### src/rtl/morse_keyer_if.sv
// Character stream between a source (UART, host register) and the Morse keyer.
//   in_valid : source offers in_char this cycle
//   in_char  : 8-bit ASCII character
//   in_ready : keyer can accept (FIFO not full)
// A character transfers on a rising edge where in_valid && in_ready.
interface morse_keyer_if;
  logic       in_valid;
  logic [7:0] in_char;
  logic       in_ready;

  modport master (output in_valid, output in_char, input in_ready);
  modport slave  (input in_valid, input in_char, output in_ready);
endinterface

### src/rtl/morse_keyer.sv
// Morse keyer: buffers ASCII characters in a small FIFO and plays each one
// out as a timed on/off key waveform (dot = 1 unit, dash = DASH_UNITS,
// symbol/character/word gaps as parameterised).
// Ports:
//   clk, rst_n  : clock, synchronous active-low reset
//   chr         : character stream (slave side of morse_keyer_if)
//   key_out     : 1 = carrier on (high exactly while in MARK)
//   sym_strobe  : one-cycle pulse on the first cycle of every mark
//   bad_char    : one-cycle pulse when an unsupported character is dequeued
//   busy        : state machine active or characters still buffered
//   fifo_count  : number of buffered characters
module morse_keyer #(
  parameter int CLKS_PER_UNIT  = 50000,
  parameter int DASH_UNITS     = 3,
  parameter int SYM_GAP_UNITS  = 1,
  parameter int CHAR_GAP_UNITS = 3,
  parameter int WORD_GAP_UNITS = 7,
  parameter int FIFO_DEPTH     = 4
) (
  input  logic                        clk,
  input  logic                        rst_n,
  morse_keyer_if.slave                chr,
  output logic                        key_out,
  output logic                        sym_strobe,
  output logic                        bad_char,
  output logic                        busy,
  output logic [$clog2(FIFO_DEPTH):0] fifo_count
);

  localparam int AW    = $clog2(FIFO_DEPTH);
  localparam int CW    = (CLKS_PER_UNIT > 1) ? $clog2(CLKS_PER_UNIT) : 1;
  localparam int M1    = (DASH_UNITS > SYM_GAP_UNITS) ? DASH_UNITS : SYM_GAP_UNITS;
  localparam int M2    = (M1 > CHAR_GAP_UNITS) ? M1 : CHAR_GAP_UNITS;
  localparam int MAX_U = (M2 > WORD_GAP_UNITS) ? M2 : WORD_GAP_UNITS;
  localparam int UW    = (MAX_U > 1) ? $clog2(MAX_U) : 1;

  localparam logic [AW:0]   DEPTH_C   = (AW+1)'(FIFO_DEPTH);
  localparam logic [CW-1:0] CYC_LAST  = CW'(CLKS_PER_UNIT - 1);
  localparam logic [UW-1:0] DASH_LAST = UW'(DASH_UNITS - 1);
  localparam logic [UW-1:0] SGAP_LAST = UW'(SYM_GAP_UNITS - 1);
  localparam logic [UW-1:0] CGAP_LAST = UW'(CHAR_GAP_UNITS - 1);
  localparam logic [UW-1:0] WGAP_LAST = UW'(WORD_GAP_UNITS - CHAR_GAP_UNITS - 1);

  typedef enum logic [2:0] {IDLE, LOAD, MARK, SGAP, CGAP, WGAP} state_t;
  typedef enum logic [1:0] {K_SYM, K_SPACE, K_BAD} kind_t;
  // Pattern is LSB-aligned: first symbol sits at bit len-1, 1 = dash.
  typedef struct packed {
    kind_t      kind;
    logic [2:0] len;
    logic [4:0] pat;
  } code_t;

  function automatic code_t lookup(input logic [7:0] c);
    code_t      r;
    logic [7:0] u;
    r = '{kind: K_BAD, len: 3'd0, pat: 5'd0};
    // Fold lower case onto upper case.
    u = (c >= 8'h61 && c <= 8'h7a) ? c - 8'h20 : c;
    case (u)
      "A": r = '{K_SYM, 3'd2, 5'b00001};
      "B": r = '{K_SYM, 3'd4, 5'b01000};
      "C": r = '{K_SYM, 3'd4, 5'b01010};
      "D": r = '{K_SYM, 3'd3, 5'b00100};
      "E": r = '{K_SYM, 3'd1, 5'b00000};
      "F": r = '{K_SYM, 3'd4, 5'b00010};
      "G": r = '{K_SYM, 3'd3, 5'b00110};
      "H": r = '{K_SYM, 3'd4, 5'b00000};
      "I": r = '{K_SYM, 3'd2, 5'b00000};
      "J": r = '{K_SYM, 3'd4, 5'b00111};
      "K": r = '{K_SYM, 3'd3, 5'b00101};
      "L": r = '{K_SYM, 3'd4, 5'b00100};
      "M": r = '{K_SYM, 3'd2, 5'b00011};
      "N": r = '{K_SYM, 3'd2, 5'b00010};
      "O": r = '{K_SYM, 3'd3, 5'b00111};
      "P": r = '{K_SYM, 3'd4, 5'b00110};
      "Q": r = '{K_SYM, 3'd4, 5'b01101};
      "R": r = '{K_SYM, 3'd3, 5'b00010};
      "S": r = '{K_SYM, 3'd3, 5'b00000};
      "T": r = '{K_SYM, 3'd1, 5'b00001};
      "U": r = '{K_SYM, 3'd3, 5'b00001};
      "V": r = '{K_SYM, 3'd4, 5'b00001};
      "W": r = '{K_SYM, 3'd3, 5'b00011};
      "X": r = '{K_SYM, 3'd4, 5'b01001};
      "Y": r = '{K_SYM, 3'd4, 5'b01011};
      "Z": r = '{K_SYM, 3'd4, 5'b01100};
      "0": r = '{K_SYM, 3'd5, 5'b11111};
      "1": r = '{K_SYM, 3'd5, 5'b01111};
      "2": r = '{K_SYM, 3'd5, 5'b00111};
      "3": r = '{K_SYM, 3'd5, 5'b00011};
      "4": r = '{K_SYM, 3'd5, 5'b00001};
      "5": r = '{K_SYM, 3'd5, 5'b00000};
      "6": r = '{K_SYM, 3'd5, 5'b10000};
      "7": r = '{K_SYM, 3'd5, 5'b11000};
      "8": r = '{K_SYM, 3'd5, 5'b11100};
      "9": r = '{K_SYM, 3'd5, 5'b11110};
      " ": r = '{K_SPACE, 3'd0, 5'd0};
      default: r = '{K_BAD, 3'd0, 5'd0};
    endcase
    return r;
  endfunction

  // ---------------------------------------------------------------- FIFO
  logic [7:0]    mem [FIFO_DEPTH];
  logic [AW-1:0] wr_ptr, rd_ptr;
  logic [AW:0]   count;
  logic          push, pop;
  state_t        state;
  code_t         head;

  assign chr.in_ready = (count < DEPTH_C);
  assign push         = chr.in_valid && chr.in_ready;
  assign pop          = (state == LOAD);
  assign fifo_count   = count;
  assign head         = lookup(mem[rd_ptr]);

  // NOTE: the storage array has no reset; the pointers and count alone decide
  // what is valid, so clearing the data would only cost logic.
  always_ff @(posedge clk) begin
    if (push) mem[wr_ptr] <= chr.in_char;
  end

  // NOTE: all sequential state uses non-blocking assignments so every
  // register samples pre-edge values regardless of statement order.
  always_ff @(posedge clk) begin
    if (!rst_n) begin
      wr_ptr <= '0;
      rd_ptr <= '0;
      count  <= '0;
    end else begin
      if (push) wr_ptr <= wr_ptr + AW'(1);
      if (pop)  rd_ptr <= rd_ptr + AW'(1);
      case ({push, pop})
        2'b10:   count <= count + (AW+1)'(1);
        2'b01:   count <= count - (AW+1)'(1);
        default: count <= count;
      endcase
    end
  end

  // ---------------------------------------------------------- key timing
  logic [4:0]    pat;
  logic [2:0]    idx;
  logic [CW-1:0] cyc_cnt;
  logic [UW-1:0] unit_cnt;
  logic [UW-1:0] unit_last;
  logic          timed, elem_done;

  // NOTE: every variable gets a default before the case so no latch is inferred.
  always_comb begin
    unit_last = '0;
    timed     = 1'b1;
    case (state)
      MARK:    unit_last = pat[idx] ? DASH_LAST : '0;
      SGAP:    unit_last = SGAP_LAST;
      CGAP:    unit_last = CGAP_LAST;
      WGAP:    unit_last = WGAP_LAST;
      default: timed     = 1'b0;
    endcase
  end

  assign elem_done = timed && (cyc_cnt == CYC_LAST) && (unit_cnt == unit_last);
  assign busy      = (state != IDLE) || (count != '0);

  always_ff @(posedge clk) begin
    if (!rst_n) begin
      state      <= IDLE;
      key_out    <= 1'b0;
      sym_strobe <= 1'b0;
      bad_char   <= 1'b0;
      pat        <= '0;
      idx        <= '0;
      cyc_cnt    <= '0;
      unit_cnt   <= '0;
    end else begin
      sym_strobe <= 1'b0;
      bad_char   <= 1'b0;

      // Counters run only in timed states and clear when the element ends,
      // so every state is entered with both at zero.
      if (timed) begin
        if (elem_done) begin
          cyc_cnt  <= '0;
          unit_cnt <= '0;
        end else if (cyc_cnt == CYC_LAST) begin
          cyc_cnt  <= '0;
          unit_cnt <= unit_cnt + UW'(1);
        end else begin
          cyc_cnt  <= cyc_cnt + CW'(1);
        end
      end

      case (state)
        IDLE: if (count != '0) state <= LOAD;
        LOAD: begin
          case (head.kind)
            K_SYM: begin
              pat        <= head.pat;
              idx        <= head.len - 3'd1;
              state      <= MARK;
              key_out    <= 1'b1;
              sym_strobe <= 1'b1;
            end
            // The preceding character gap already supplied CHAR_GAP_UNITS.
            K_SPACE: state <= (WORD_GAP_UNITS == CHAR_GAP_UNITS) ? IDLE : WGAP;
            default: begin
              bad_char <= 1'b1;
              state    <= IDLE;
            end
          endcase
        end
        MARK: if (elem_done) begin
          key_out <= 1'b0;
          if (idx != 3'd0) begin
            idx   <= idx - 3'd1;
            state <= SGAP;
          end else begin
            state <= CGAP;
          end
        end
        SGAP: if (elem_done) begin
          state      <= MARK;
          key_out    <= 1'b1;
          sym_strobe <= 1'b1;
        end
        CGAP:    if (elem_done) state <= IDLE;
        WGAP:    if (elem_done) state <= IDLE;
        default: state <= IDLE;
      endcase
    end
  end

endmodule

### src/flat_wrapper.sv
// flat-port wrapper written by rule: the top's interface ports become plain ports
module morse_keyer_flat 
#(
  parameter int CLKS_PER_UNIT  = 50000,
  parameter int DASH_UNITS     = 3,
  parameter int SYM_GAP_UNITS  = 1,
  parameter int CHAR_GAP_UNITS = 3,
  parameter int WORD_GAP_UNITS = 7,
  parameter int FIFO_DEPTH     = 4
)
  (clk, rst_n, key_out, sym_strobe, bad_char, busy, fifo_count, chr_in_valid, chr_in_char, chr_in_ready);
  morse_keyer_if chr_i ();
  input  logic clk;
  input  logic rst_n;
  output logic key_out;
  output logic sym_strobe;
  output logic bad_char;
  output logic busy;
  output logic [$clog2(FIFO_DEPTH):0] fifo_count;
  input wire logic [$bits(chr_i.in_valid)-1:0] chr_in_valid;
  input wire logic [$bits(chr_i.in_char)-1:0] chr_in_char;
  output wire logic [$bits(chr_i.in_ready)-1:0] chr_in_ready;
  assign chr_i.in_valid = chr_in_valid;
  assign chr_i.in_char = chr_in_char;
  assign chr_in_ready = chr_i.in_ready;
  morse_keyer #(.CLKS_PER_UNIT(CLKS_PER_UNIT), .DASH_UNITS(DASH_UNITS), .SYM_GAP_UNITS(SYM_GAP_UNITS), .CHAR_GAP_UNITS(CHAR_GAP_UNITS), .WORD_GAP_UNITS(WORD_GAP_UNITS), .FIFO_DEPTH(FIFO_DEPTH)) u_core (.clk(clk), .rst_n(rst_n), .chr(chr_i), .key_out(key_out), .sym_strobe(sym_strobe), .bad_char(bad_char), .busy(busy), .fifo_count(fifo_count));
endmodule
### config.mk
export PLATFORM = sky130hd
export DESIGN_NAME = morse_keyer_flat
export DESIGN_NICKNAME = d
export VERILOG_FILES = /design/src/rtl/morse_keyer_if.sv /design/src/rtl/morse_keyer.sv /design/src/flat_wrapper.sv
export SDC_FILE = /design/constraint.sdc
export NUM_CORES = 1
export LEC_CHECK = 0
export ABC_AREA = 1
export CORE_ASPECT_RATIO = 0.9
export CORE_MARGIN = 10
export CORE_UTILIZATION = 55
export DETAILED_ROUTE_END_ITERATION = 10
export GPL_ROUTABILITY_DRIVEN = 0
export PLACE_DENSITY = 0.72
export SLEW_MARGIN = 20
export SYNTH_ARGS = -nofsm -noshare
export SYNTH_HDL_FRONTEND = slang
export SYNTH_SLANG_ARGS = --single-unit
### constraint.sdc
create_clock -name clk -period 3.3 [get_ports clk]
set_input_delay 0.33 -clock clk [delete_from_list [all_inputs] [get_ports clk]]
set_output_delay 0.33 -clock clk [all_outputs]
set_load 0.01 [all_outputs]
# After elaboration in Yosys (flattened, before gate mapping)
# Memory sizes are Yosys's and may differ from the RTL's. A register that Yosys moved wholly into a read port is not among the register bits.
# Index checks and enable logic that the tools add are counted.
# W data, S select, Z words.
dict set report word_totals {
  register_bits 40
  ramBits 32
  rom_bits 1280
  input_bits 11
  n_memories 2
}
# memory words width rd rd_clocked_by_memory_dff wr line
set memory_table {}
lappend memory_table {{(no name shown)} 128 10 1 0 0 morse_keyer.sv:59} ;# case (u)
lappend memory_table {u_core.mem 4 8 1 1 1 morse_keyer.sv:103} ;# logic [7:0] mem [FIFO_DEPTH];
dict set report classes {
  add_sub_neg 9
  n_lt_le_gt_ge 4
  n_eq_ne 16
  n_mux 35
  n_reduce_logical 23
}
# operator n
set ops {}
lappend ops {{$mux W16} 2}
lappend ops {{$mux W3} 10}
lappend ops {{$pmux W3 S2} 3}
lappend ops {{$add A16 B1 Y16 const B} 1}
lappend ops {{$eq A16 B16 Y1 const B} 1}
lappend ops {{$pmux W3 S5} 1}
lappend ops {{$reduce_and A4 Y1} 3}
lappend ops {{$reduce_bool A3 Y1} 4}
lappend ops {{$mux W1} 10}
lappend ops {{$mux W10} 1}
lappend ops {{$ne A2 B1 Y1 const B} 5}
lappend ops {{$pmux W3 S3} 1}
lappend ops {{$sub A3 B1 Y3 const B} 3}
lappend ops {{$ge A8 B7 Y1 const B} 1}
lappend ops {{$le A8 B7 Y1 const B} 1}
lappend ops {{$mux W8} 1}
lappend ops {{$sub A8 B6 Y8 const B} 1}
lappend ops {{$add A3 B1 Y3 const B} 2}
lappend ops {{$eq A3 B2 Y1 const B} 2}
lappend ops {{$eq A3 B3 Y1 const B} 2}
lappend ops {{$mux W2} 3}
lappend ops {{$reduce_and A2 Y1} 3}
lappend ops {{$reduce_bool A2 Y1} 3}
lappend ops {{$add A2 B1 Y2 const B} 2}
lappend ops {{other kinds (16)} 21}

# Longest topological paths before layout
dict set report logic_depth {
  word_depth 8
  depth_mapped 24
  ltp_nobuf 23
}

# Least setup slack after synthesis
# No wires, ideal clock.
dict set report synth_path {
  path_type {register to register}
  from {register with a tool-made name}
  to {register u_core.idx[2]}
  setup_ns 0.111
  arrival_time_ns 2.434
  slack_ns 0.754
  stages_incl_launch_ff 21
  n_path_buf 1
  synth_period_minus_slack_ns 2.546
  cell_sequence {dfxtp_1 > inv_2 > buf_6 > nand2_1 > nand3_1 > nand2_1 > inv_1 > ha_1 > inv_1 > nand3_2 > nand2_4 > nor2_8 > a21oi_4 > nand2_1 > nor4_1 > a21oi_1 > ha_1 > nand3_1 > nand2_1 > nor2_1 > nor2_1}
}
# item line
set synth_rtl {}
lappend synth_rtl {{end signal: assignment} morse_keyer.sv:198} ;# idx <= head.len - 3'd1;
lappend synth_rtl {{end signal: assignment} morse_keyer.sv:214} ;# idx <= idx - 3'd1;
lappend synth_rtl {{end: declaration} morse_keyer.sv:142} ;# logic [2:0] idx;

==> flow_summary.ini <==
[synthesis]
synth_area_um2 = 4285
synth_nets = 586
yosys_warnings = 0
synth.distinct_cells = 41
synthCells = 558
ys_seq_area_share_pct = 42.04
ys_seq_elements = 74
avgSynthCellArea_um2 = 7.680

[setup_path]
crit_path_max_fanout = 10
path_cells = buf_4, nand2_1, nand3_1, nand2_1, inv_1, ha_1, inv_1, nand3_2, nand2_4, nor2_8, nand2_2, nand2_2, nand2_1, nand2_1, nor2_1, a21oi_1, ha_1, inv_1, nand2_1, nand2_1, nor2_1, nor2_1
arrival_ns = 3.15
worst_r2r_path_depth = 22
cp_common_cell = nand2_1
cp_num_cells = 22
slowest_delay_ns = 0.38
slowest_stage = dfxtp_1
required_ns = 3.55
crit_type = reg2reg
rrSetupSlack_ns = 0.40
crit_path_start_kind = flip-flop
crit_buf_inv = 4
critPathTopFamily = simple AND/OR/NAND/NOR gates
end_kind = flip-flop

[place]
place_worst_setup_slack_ns = 0.4546
dp_hpwl_um = 6797
port_buffers = 18

[floorplanning]
fp-row-count = 30
die_y_um = 103.7
die_w_um = 113.0
io_pins = 19
start_util_pct = 56.52
dieArea_um2 = 11730
core_um2 = 7582

[cells_and_area]
final_net_count = 607
multi_input_area_um2 = 2131
diodes = 0
final_core_util_pct = 62.66
drive_gt1_share_pct = 9.589
syn2layout_area_growth_pct = 10.86
fillers = 699
final-seq-area_um2 = 1802

[timing]
period_share_pct = 87.75
setup_viol = 0
skew_ns = 0.01039
worstMarginPinSlew_ns = 0.8028
rsz0062_at_grt = no
drv_slew = 0
max_freq_mhz = 345.3
fin_crit_ns = 2.896
finalHoldViolations = 0
fin_ws_ns = 0.4043
final.setup.tns_ns = 0
relSlewSlack_pct = 46.28

[routing]
wl_um = 9300
viasPerCell = 5.441
vias = 3700
drc = 0
drtAntennaViolNets = 0
drt-pass1-iter-count = 5
post_drt_wl_per_cell_um = 13.68
drt_iter0_markers = 283

[clocking]
htree_num_levels = 3
clkSlewWorstSetupHoldPaths_ns = 0.09
clock_sinks = 74
cts-root-buf = clkbuf_8
post_cts_buffers = 0
cts_made_buffers = 9
cts_tree = built
clockBufferDepth = 2
cts_hold_buffers = 0
clock_latency_ns = 0.35
ctsResizeCount = 0

[power_and_ir_drop]
leakage_nw = 1.941
worst_ir_drop_vdd_uv = 404.7
power-per-cell-area_nw_per_um2 = 731.0
total_power_mw = 3.473

[grt]
grt_usage_pct = 16.02
antenna_found_initial = 0
grt_first_pass_wirelength_um = 15940
grt_pass1_vias = 3449
gr-total-overflow = 0
grt_max_degree = 17

[run_status]
outcome = finished clean

[run]
cap_violations = 0

[hold_path]
hp-class = reg2reg
min_path_cells = 2
-- sequential cells by signal, summed over array words and instances, names as in the netlist, 2 cells and up, named ones only --
signal / count
u_core.state: 3
u_core.cyc_cnt: 16
u_core.fifo_count: 3
u_core.pat: 5
u_core.mem: 32
u_core.rd_ptr: 2
u_core.wr_ptr: 2
u_core.idx: 3
u_core.unit_cnt: 3
-- Yosys cell counts, drive strengths merged --
master	count	area, µm²
a211oi	2	15.01
o21bai	1	7.510
buf	7	52.54
nand3	42	245.2
clkbuf	5	18.77
a221oi	1	8.760
nand4	15	108.9
o31ai	1	7.510
dfxtp	42	840.8
o211ai	5	37.54
a21boi	2	15.01
nor3	20	105.1
nand3b	1	7.510
fa	1	20.02
o21ai	27	135.1
nor4	5	31.28
nand2	153	659.4
xnor2	1	8.760
inv	74	277.8
ha	16	200.2
clkinv	1	3.750
nor2	59	252.7
a21oi	29	156.4
edfxtp	32	960.9
nor3b	7	52.55
a31oi	3	18.77
and3	2	12.51
o22ai	4	25.02
-- power by group --
part / internal (mW) / switching (mW) / leakage [nW]
registers: 1.07 / 0.0617 / 0.634
logic: 0.542 / 1.06 / 1.21
clock network: 0.362 / 0.382 / 0.0988
-- stage by stage --
stage                     hold slack (ns)  instances  instance area (µm²)
after floorplan                    0.4289        558                 4285
after global placement             0.4915        664                 4544
after detailed placement           0.4995        664                 4544
after CTS                          0.5116        680                 4751
after global routing               0.5302        680                 4751
final                              0.5039        680                 4751
-- path summary, 6_finish.rpt --
kind                  startpoint        endpoint
setup / recovery       flip-flop   u_core.idx[2]
hold / removal    u_core.key_out  u_core.key_out
setup reg to reg       flip-flop   u_core.idx[2]
hold reg to reg   u_core.key_out  u_core.key_out
-- worst reg2reg max path: stages, from the launching register on --
cell and delay, ns:
dfxtp_1 0.38, buf_4 0.20, nand2_1 0.06, nand3_1 0.10, nand2_1 0.15, inv_1 0.18, ha_1 0.23, inv_1 0.07
nand3_2 0.09, nand2_4 0.07, nor2_8 0.13, nand2_2 0.06, nand2_2 0.15, nand2_1 0.12, nand2_1 0.12, nor2_1 0.06
a21oi_1 0.16, ha_1 0.20, inv_1 0.05, nand2_1 0.06, nand2_1 0.04, nor2_1 0.08, nor2_1 0.05
-- cells by family after synthesis --
family          synth area share, %
flops                         42.04
buf+inv                       8.233
fa+ha+maj                     5.139
simple gates                  34.42
xor+xnor                     0.2044
compound gates                9.956
-- layout make-up --
class	count	share of cell area [%]
multi-input cells	397	44.85
well taps	96	2.528
flip-flops and latches	74	37.92
clock buffers	9	2.607
inverters	75	5.926
clock inverters	7	1.738
repair buffers	22	4.425
-- routing by layer --
layer	track usage [%]	share of wire (%)
met5	0	0
met4	5.344	1.5
met3	4.268	5.3
met2	24.26	45
met1	21.44	48
-- layout by cell type (no fill, tap or decap), types with 2 or more instances in the layout --
cell type | synthesis | final
nand4_1 | 14 | 14
nor3_1 | 19 | 19
nand2_2 | 10 | 10
a21boi_0 | 2 | 2
nand2_1 | 135 | 135
dfxtp_1 | 42 | 42
nor3b_1 | 7 | 7
nand3_1 | 35 | 35
o21ai_0 | 23 | 23
nand3_2 | 7 | 7
nor2_2 | 3 | 3
nor2_1 | 54 | 54
a31oi_1 | 3 | 3
clkdlybuf4s50_1 | 0 | 18
o22ai_1 | 4 | 4
buf_4 | 2 | 4
clkbuf_8 | 0 | 9
a211oi_1 | 2 | 2
o21ai_1 | 4 | 4
ha_1 | 16 | 16
nand2_4 | 8 | 8
and3_1 | 2 | 2
clkinvlp_4 | 0 | 2
inv_2 | 3 | 3
nor4_1 | 5 | 5
o211ai_1 | 5 | 5
inv_6 | 0 | 3
a21oi_1 | 28 | 28
edfxtp_1 | 32 | 32
inv_1 | 71 | 71
Note: power is estimated with default switching activity, not from simulation.
